==> src/rtl/aes128_key_expansion_ctrl.sv <==
// Sequencer for a single-round AES-128 key-schedule stage: walks rounds 1..NR,
// banks every round key and serves them through a registered read port.
module aes128_key_expansion_ctrl #(
  parameter int KW = 128,
  parameter int NR = 10,
  parameter int IW = 4
) (
  input  logic          clk,
  input  logic          rst_n,
  input  logic          start_i,
  input  logic          abort_i,
  input  logic [KW-1:0] key_i,
  output logic          busy_o,
  output logic          ready_o,
  output logic          done_o,
  output logic [KW-1:0] ks_key_o,
  output logic [IW-1:0] ks_round_o,
  output logic [7:0]    ks_rcon_o,
  input  logic [KW-1:0] ks_next_i,
  input  logic          rd_en_i,
  input  logic [IW-1:0] rd_idx_i,
  output logic [KW-1:0] rd_key_o,
  output logic          rd_valid_o,
  output logic          rd_err_o
);

  typedef enum logic [1:0] {ST_IDLE, ST_EXPAND, ST_READY} state_t;

  localparam logic [IW-1:0] LAST_RND = IW'(NR);

  state_t        r_state;
  state_t        w_stateNext;
  logic [KW-1:0] r_bank [0:NR];
  logic [KW-1:0] r_curKey;
  logic [IW-1:0] r_rnd;
  logic          r_done;
  logic [KW-1:0] r_rdKey;
  logic          r_rdValid;
  logic          r_rdErr;
  logic          w_busy;
  logic          w_ready;
  logic          w_lastRound;
  logic          w_load;
  logic          w_step;
  logic [7:0]    w_rcon;

  // Abort outranks everything, so it masks both the load and the round step.
  assign w_lastRound = (r_rnd == LAST_RND);
  assign w_load      = !abort_i && start_i && !w_busy;
  assign w_step      = !abort_i && w_busy;

  always_ff @(posedge clk or negedge rst_n) begin
    if (!rst_n) begin
      r_state <= ST_IDLE;
    end else begin
      r_state <= w_stateNext;
    end
  end

  always_comb begin
    w_stateNext = r_state;
    w_busy      = 1'b0;
    w_ready     = 1'b0;
    case (r_state)
      ST_IDLE: begin
        if (start_i) w_stateNext = ST_EXPAND;
      end
      ST_EXPAND: begin
        w_busy = 1'b1;
        if (w_lastRound) w_stateNext = ST_READY;
      end
      ST_READY: begin
        w_ready = 1'b1;
        if (start_i) w_stateNext = ST_EXPAND;
      end
      default: w_stateNext = ST_IDLE;
    endcase
    if (abort_i) w_stateNext = ST_IDLE;
  end

  always_ff @(posedge clk or negedge rst_n) begin
    if (!rst_n) begin
      r_curKey <= '0;
      r_rnd    <= '0;
      r_done   <= 1'b0;
    end else begin
      r_done <= w_step && w_lastRound;
      if (w_load) begin
        r_curKey <= key_i;
        r_rnd    <= IW'(1);
      end else if (w_step) begin
        r_curKey <= ks_next_i;
        if (!w_lastRound) r_rnd <= r_rnd + IW'(1);
      end
    end
  end

  always_ff @(posedge clk or negedge rst_n) begin
    if (!rst_n) begin
      for (int i = 0; i <= NR; i++) r_bank[i] <= '0;
    end else if (w_load) begin
      r_bank[0] <= key_i;
    end else if (w_step) begin
      r_bank[r_rnd] <= ks_next_i;
    end
  end

  // Reads see the bank as it was before this edge, so a read issued together
  // with a restart still returns the old schedule.
  always_ff @(posedge clk or negedge rst_n) begin
    if (!rst_n) begin
      r_rdKey   <= '0;
      r_rdValid <= 1'b0;
      r_rdErr   <= 1'b0;
    end else begin
      r_rdValid <= 1'b0;
      r_rdErr   <= 1'b0;
      if (rd_en_i) begin
        if (w_ready && (rd_idx_i <= LAST_RND)) begin
          r_rdKey   <= r_bank[rd_idx_i];
          r_rdValid <= 1'b1;
        end else begin
          r_rdKey <= '0;
          r_rdErr <= 1'b1;
        end
      end
    end
  end

  always_comb begin
    w_rcon = 8'h00;
    if (w_busy) begin
      case (r_rnd)
        IW'(1):  w_rcon = 8'h01;
        IW'(2):  w_rcon = 8'h02;
        IW'(3):  w_rcon = 8'h04;
        IW'(4):  w_rcon = 8'h08;
        IW'(5):  w_rcon = 8'h10;
        IW'(6):  w_rcon = 8'h20;
        IW'(7):  w_rcon = 8'h40;
        IW'(8):  w_rcon = 8'h80;
        IW'(9):  w_rcon = 8'h1b;
        IW'(10): w_rcon = 8'h36;
        default: w_rcon = 8'h00;
      endcase
    end
  end

  assign busy_o     = w_busy;
  assign ready_o    = w_ready;
  assign done_o     = r_done;
  assign ks_key_o   = r_curKey;
  assign ks_round_o = w_busy ? r_rnd : '0;
  assign ks_rcon_o  = w_rcon;
  assign rd_key_o   = r_rdKey;
  assign rd_valid_o = r_rdValid;
  assign rd_err_o   = r_rdErr;

endmodule

==> config.mk <==
export PLATFORM = sky130hd
export DESIGN_NAME = aes128_key_expansion_ctrl
export DESIGN_NICKNAME = d
export VERILOG_FILES = /design/src/rtl/aes128_key_expansion_ctrl.sv
export SDC_FILE = /design/constraint.sdc
export NUM_CORES = 2
export LEC_CHECK = 0
export BUFFER_PORTS_ARGS = -buffer_cell sky130_fd_sc_hd__buf_2
export CAP_MARGIN = 20
export CORE_ASPECT_RATIO = 0.5
export CORE_UTILIZATION = 30
export CTS_CLUSTER_SIZE = 20
export DETAILED_ROUTE_END_ITERATION = 6
export HOLD_SLACK_MARGIN = 0.03
export PLACE_DENSITY = 0.46
export SYNTH_ARGS = -nofsm -noshare
export SYNTH_HDL_FRONTEND = slang
export SYNTH_SLANG_ARGS = --single-unit
==> constraint.sdc <==
create_clock -name clk -period 3.98 [get_ports clk]
set_input_delay 0.199 -clock clk [delete_from_list [all_inputs] [get_ports clk]]
set_output_delay 0.199 -clock clk [all_outputs]
set_load 0.02 [all_outputs]
# ---- Word level (Yosys, flattened, before mapping)
# Memory sizes are Yosys's and may differ from the RTL's.
# Index checks and enable logic that the tools add are counted.
dict set report word_totals {
  memories 1
  ff_bits 1673
  romBits 128
}
# name depth word_bits read_ports rd_ports_with_merged_regs wr line
set memory_table {}
lappend memory_table {{(no name shown)} 16 8 1 0 0 133} ;# case (r_rnd)
dict set report op_classes {
  n_eq_ne 6
  order_cmp 4
  add_sub_neg 1
  bitwise 3
  mux 26
  n_reduce_logical 14
}
# operator n
set ops {}
lappend ops {{$bwmux 1408} 1}
lappend ops {{$mux 1408} 1}
lappend ops {{$mux 128} 7}
lappend ops {{$bmux 128 s4} 1}
lappend ops {{$demux 128 s4} 1}
lappend ops {{$mux 4} 4}
lappend ops {{$ge 5x5->1 const B} 2}
lappend ops {{$not 4->5} 2}
lappend ops {{$mux 8} 1}
lappend ops {{$logic_and 1x1->1} 6}
lappend ops {{$mux 1} 6}
lappend ops {{$mux 2} 3}
lappend ops {{$reduce_and 2->1} 3}
lappend ops {{$lt 5x1->1 const B} 1}
lappend ops {{$add 4x1->4 const B} 1}
lappend ops {{$eq 4x4->1 const B} 1}
lappend ops {{$le 4x4->1 const B} 1}
lappend ops {{$pmux 2 s2} 1}
lappend ops {{$ne 3x1->1 const B} 1}
lappend ops {{$ne 3x3->1 const B} 1}
lappend ops {{$eq 2x1->1 const B} 1}
lappend ops {{$eq 2x2->1 const B} 1}
lappend ops {{$logic_not 1->1} 2}
lappend ops {{$logic_not 2->1} 1}
lappend ops {{4 further kinds} 4}

# ---- Logic depth before layout (Yosys ltp)
dict set report depth {
  ltp_word 8
  ltp_mapped 8
  ltp_nobuf 6
}

# ---- Least setup slack after synthesis
# Ideal clock, no wire load.
dict set report synth_timing {
  path_type {register -> register}
  start {reg r_rnd[0]}
  end {reg r_bank[363] in the netlist's numbering}
  path_slack_ns 1.809
  n_path_buf 2
  setup_ns 0.125
  arrival_ns 2.046
  synth_period_minus_slack_ns 2.171
  stages_incl_launch_ff 9
  path_cell_list {dfrtp_1 > inv_1 > ha_1 > and4bb_2 > and2_1 > nand2_1 > buf_2 > buf_2 > mux2_2}
}
dict set report synth_between {
  elab_chain_len 6
  word_cells_on_any_way 7
  classes_between {order compare (2); mux (3); bitwise (1); reduce/logical (1)}
}
# item line
set synth_lines {}
lappend synth_lines {{start: declaration} 35} ;# logic [IW-1:0] r_rnd;
lappend synth_lines {{start signal: assignment} 93} ;# if (!w_lastRound) r_rnd <= r_rnd + IW'(1);
lappend synth_lines {{$not 4->5 (not written as such) (*)} 104} ;# r_bank[r_rnd] <= ks_next_i;
lappend synth_lines {{$ge 5x5->1 (not written as such) or $lt 5x1->1 (tied branches)} 104}
lappend synth_lines {{$logic_and 1x1->1 (not written as such)} 104}
lappend synth_lines {{$mux 128 (not written as such)} 104}
lappend synth_lines {{$demux 128 s4 (*)} 104}
lappend synth_lines {{$bwmux 1408 (*)} 104}
lappend synth_lines {{end signal: indexed assignment} 104}
lappend synth_lines {{end: declaration} 33} ;# logic [KW-1:0] r_bank [0:NR];
# Mark *: on every way between the ends. The rest lies on a longest branch, timed or not.
# A chain may end at the register's enable or synchronous reset.

# ---- Worst setup path in the final report
dict set report layout_timing {
  start {reg r_state[1]}
  end {out ks_rcon_o[5]}
}
dict set report layout_between {
  elab_chain_len 3
}
# item line
set layout_lines {}
lappend layout_lines {{start: declaration} 31} ;# state_t r_state;
lappend layout_lines {{start signal: assignment} 56} ;# r_state <= w_stateNext;
lappend layout_lines {{$eq 2x1->1} 64} ;# case (r_state)
lappend layout_lines {{$mux 1} 64}
lappend layout_lines {{$mux 8} 132} ;# if (w_busy) begin
lappend layout_lines {{end: declaration} 18} ;# output logic [7:0] ks_rcon_o,
# No other way between the ends.

==> impl_metrics.yaml <==
timing:
  final_hold_viol_count: 0
  skew_ns: 0.0820
  rsz0062_at_grt: "false"
  final_max_slew_viol_count: 0
  tightestPinTransition_ns: 1.11
  fin_tns_setup_ns: 0
  setup_ws_ns: 0.485
  clock.fmax_mhz: 286
  whs_ns: 0.206
  finalCritPeriodShare_pct: 87.8
  setup_viol: 0
  period_minus_slack_ns: 3.49
  max_slew_margin_pct: 25.7
detailed_routing:
  drc_errors: 0
  detail-route-antenna-nets: 0
  vias_per_cell: 4.97
  drt_iter0_markers: 3315
  num_vias: 50900
  wl_per_cell_um: 24.6
  first_pass_iters: 5
  routed_wl_um: 252000
clock_tree:
  clockRootBuffer: "clkbuf_16"
  clk_latency_ns: 0.82
  post_cts_buffers: 0
  clkSlewWorstSetupHoldPaths_ns: 0.06
  cts_resized: 0
  h-tree-depth: 4
  holdBufCountCts: 399
  cts_tree: "built"
  clock_path_buffers: 4
  clkSinkCount: 1673
  cts_buffers: 176
placement:
  port_buffers: 537
  place_congestion: 0.731
  dp_hpwl_um: 147000
  pre_cts_ws_ns: 1.11
  dp.cells: 9537
  dpl-instance-area_um2: 83600
final_layout:
  fill_cells: 25200
  final_nets: 6927
  fin_util_pct: 36.5
  final_area_um2: 93500
  area.growth.synth_to_final_pct: 20.6
  final_cells: 10200
  drive_above_1_share_pct: 33.0
  seq_area_um2: 41900
  multiInputGateArea_um2: 32500
pwr:
  p_leak_nw: 45.9
  ir_drop_v: 0.000313
  powerDensity_nw_per_um2: 571
  total_power_mw: 53.4
synth:
  synth-seq-area-share_pct: 54.0
  synth_cell_types: 48
  syn_area_um2: 77500
  synth_ff_type: "dfrtp_1"
  syn_inst: 5976
  synth_edf_count: 0
  yosys_warnings: 0
  syn_nets: 6247
  async_reset_ff_share_pct: 100
  ys_seq_elements: 1673
  syn_area_per_cell_um2: 13.0
grt:
  grt_pass1_vias: 53500
  grt_busiest_layer: "met2"
  grt_overflow: 0
  use_met1_pct: 25.8
  use_met3_pct: 2.75
  track_usage_pct: 19.0
  grt_max_degree: 155
  antenna_found_initial: 15
  grt_use_met2_pct: 31.8
  grt_pass1_wl_um: 375000
setup_path:
  crit_required_ns: 3.78
  crit_fanout: 53
  crit_path_end_kind: "primary output"
  path_buf_inv: 3
  slowest_stage: "buf_4"
  r2r-start: "r_rnd[3]"
  slowest_delay_ns: 0.73
  cpLargestDelayFamily: "buffers and inverters"
  reg2reg_depth: 6
  cp.arrival_ns: 3.30
  timing.rr.end: "r_bank[1341]"
  r2r_setup_slack_ns: 0.58
  startpoint_type: "register"
  path_cells: "nand2b_2, inv_4, buf_4, and3_1, buf_2"
  worst-setup-path-type: "reg -> out"
floorplanning:
  initial_core_util_pct: 30.3
  die-area_um2: 261000
  chipHeight_um: 361
  die_w_um: 721
  io-pin-count: 538
  row_count: 131
  core_um2: 256000
min_path:
  hold_end: "ks_key_o[115]"
  min_path_cells: 4
  hp-start: "key_i[115]"
  hold_path_class: "in -> reg"
job:
  maxCapViolations: 0
status:
  outcome: "complete, no violations"
==> state kept, by name, summed over array words and instances (netlist names) <==
name	flops
done_o	1
ks_key_o	128
r_bank	1408
r_rnd	4
r_state	2
rd_err_o	1
rd_key_o	128
rd_valid_o	1
==> where the power goes <==
group	total (mW)	switching, mW	leakage (nW)	internal, mW
Clock	17.1	7.21	2.90	9.94
Combinational	11.8	4.92	21.0	6.86
Sequential	24.5	2.59	22.0	21.9
==> tightest hold or removal path, delay by kind of cell <==
| family | cells | cell delay (ns) |
|---|---|---|
| mux | 1 | 0.06 |
| compound gates | 1 | 0.13 |
| buf+inv | 2 | 0.63 |
==> cell usage in the layout (no fill, tap or decap), types with 3 or more instances in the layout <==
master         netlist  final
clkbuf_16            0    178
nand2_4              0      4
bufinv_16            0     12
inv_6                0      3
and2_1               6      4
diode_2              0      5
mux2_1              24     24
a21oi_1            234    234
mux2_2             812    812
buf_2              180    532
o32ai_1            127    127
mux2_4             445    445
nor2_4               0      3
nand3_4              0      3
a31oi_1              7      7
clkbuf_8             0     52
a22oi_1            324    324
clkbuf_1           299     32
a2bb2oi_1           55     55
dfrtp_1           1673   1673
dlygate4sd3_1        0    399
and3_1               3      3
nor2_1              71     68
nand2_8              0      4
ha_1                 6      6
buf_12               0     55
clkinv_2             0     25
buf_4               18     85
o21ai_0            312    311
mux2i_1            712    712
nand2_1            416    412
inv_1              134    134
==> per-layer routing <==
layer	vias up	routed length, um
met1	27000	116000
met4	16	6300
met3	313	8670
met2	790	121000
li1	22800	-
met5	-	108
==> synthesized netlist by cell type, types with 2 or more instances <==
master	instances	area share [%]
dfrtp_1	1673	54
mux2_2	812	12
mux2i_1	712	9.2
mux2_4	445	8.6
nand2_1	416	2.0
a22oi_1	324	3.1
o21ai_0	312	2.0
clkbuf_1	299	1.4
a21oi_1	234	1.5
buf_2	180	1.2
inv_1	134	0.65
o32ai_1	127	1.4
nor2_1	71	0.34
buf_6	56	0.81
a2bb2oi_1	55	0.62
mux2_1	24	0.35
buf_4	18	0.17
buf_1	16	0.077
a31oi_1	7	0.056
and2_1	6	0.048
ha_1	6	0.097
nand2_2	4	0.032
nand3_1	4	0.026
nor2b_1	4	0.032
nor3_1	4	0.026
and3_1	3	0.024
clkbuf_4	3	0.029
nor3b_1	3	0.029
a211oi_1	2	0.019
nand2b_1	2	0.016
nand3b_1	2	0.019
xor2_1	2	0.023
==> worst max-delay path by stage <==
stage | startpoint | endpoint | slack [ns] | cells past startpoint
after floorplan | r_rnd[0] | r_bank[363] | 1.81 | 8
after global placement | r_rnd[3] | r_bank[957] | 1.13 | 4
after detailed placement | r_rnd[3] | r_bank[958] | 1.11 | 4
after CTS | r_state[1] | ks_rcon_o[5] | 0.38 | 5
after global routing | r_state[1] | ks_rcon_o[5] | 0.35 | 5
final | r_state[1] | ks_rcon_o[5] | 0.49 | 5
==> logic make-up (layout without fill, tap and decap cells) <==
family / Yosys count / count (layout) / synth area share, %
AOI/OAI and AO/OA: 1070 / 1070 / 8.89
adders and majority gates: 6 / 6 / 0.0968
and+or+nand+nor: 524 / 524 / 2.68
DFF: 1673 / 1673 / 54.0
xor gates and xnor gates: 2 / 2 / 0.0226
buffers and inverters: 708 / 1516 / 4.36
muxes: 1993 / 1993 / 29.9
other: 0 / 5 / 0
==> final cells by class <==
type / instances / area share [%]
Sequential cell: 1673 / 44.8
Clock buffer: 262 / 5.66
Multi-Input combinational cell: 3595 / 34.8
Antenna cell: 5 / 0.0134
Tap cell: 3458 / 4.63
Timing Repair Buffer: 1074 / 9.02
Clock inverter: 44 / 0.590
Inverter: 136 / 0.551
No activity file was read; power rests on OpenSTA's default activity.
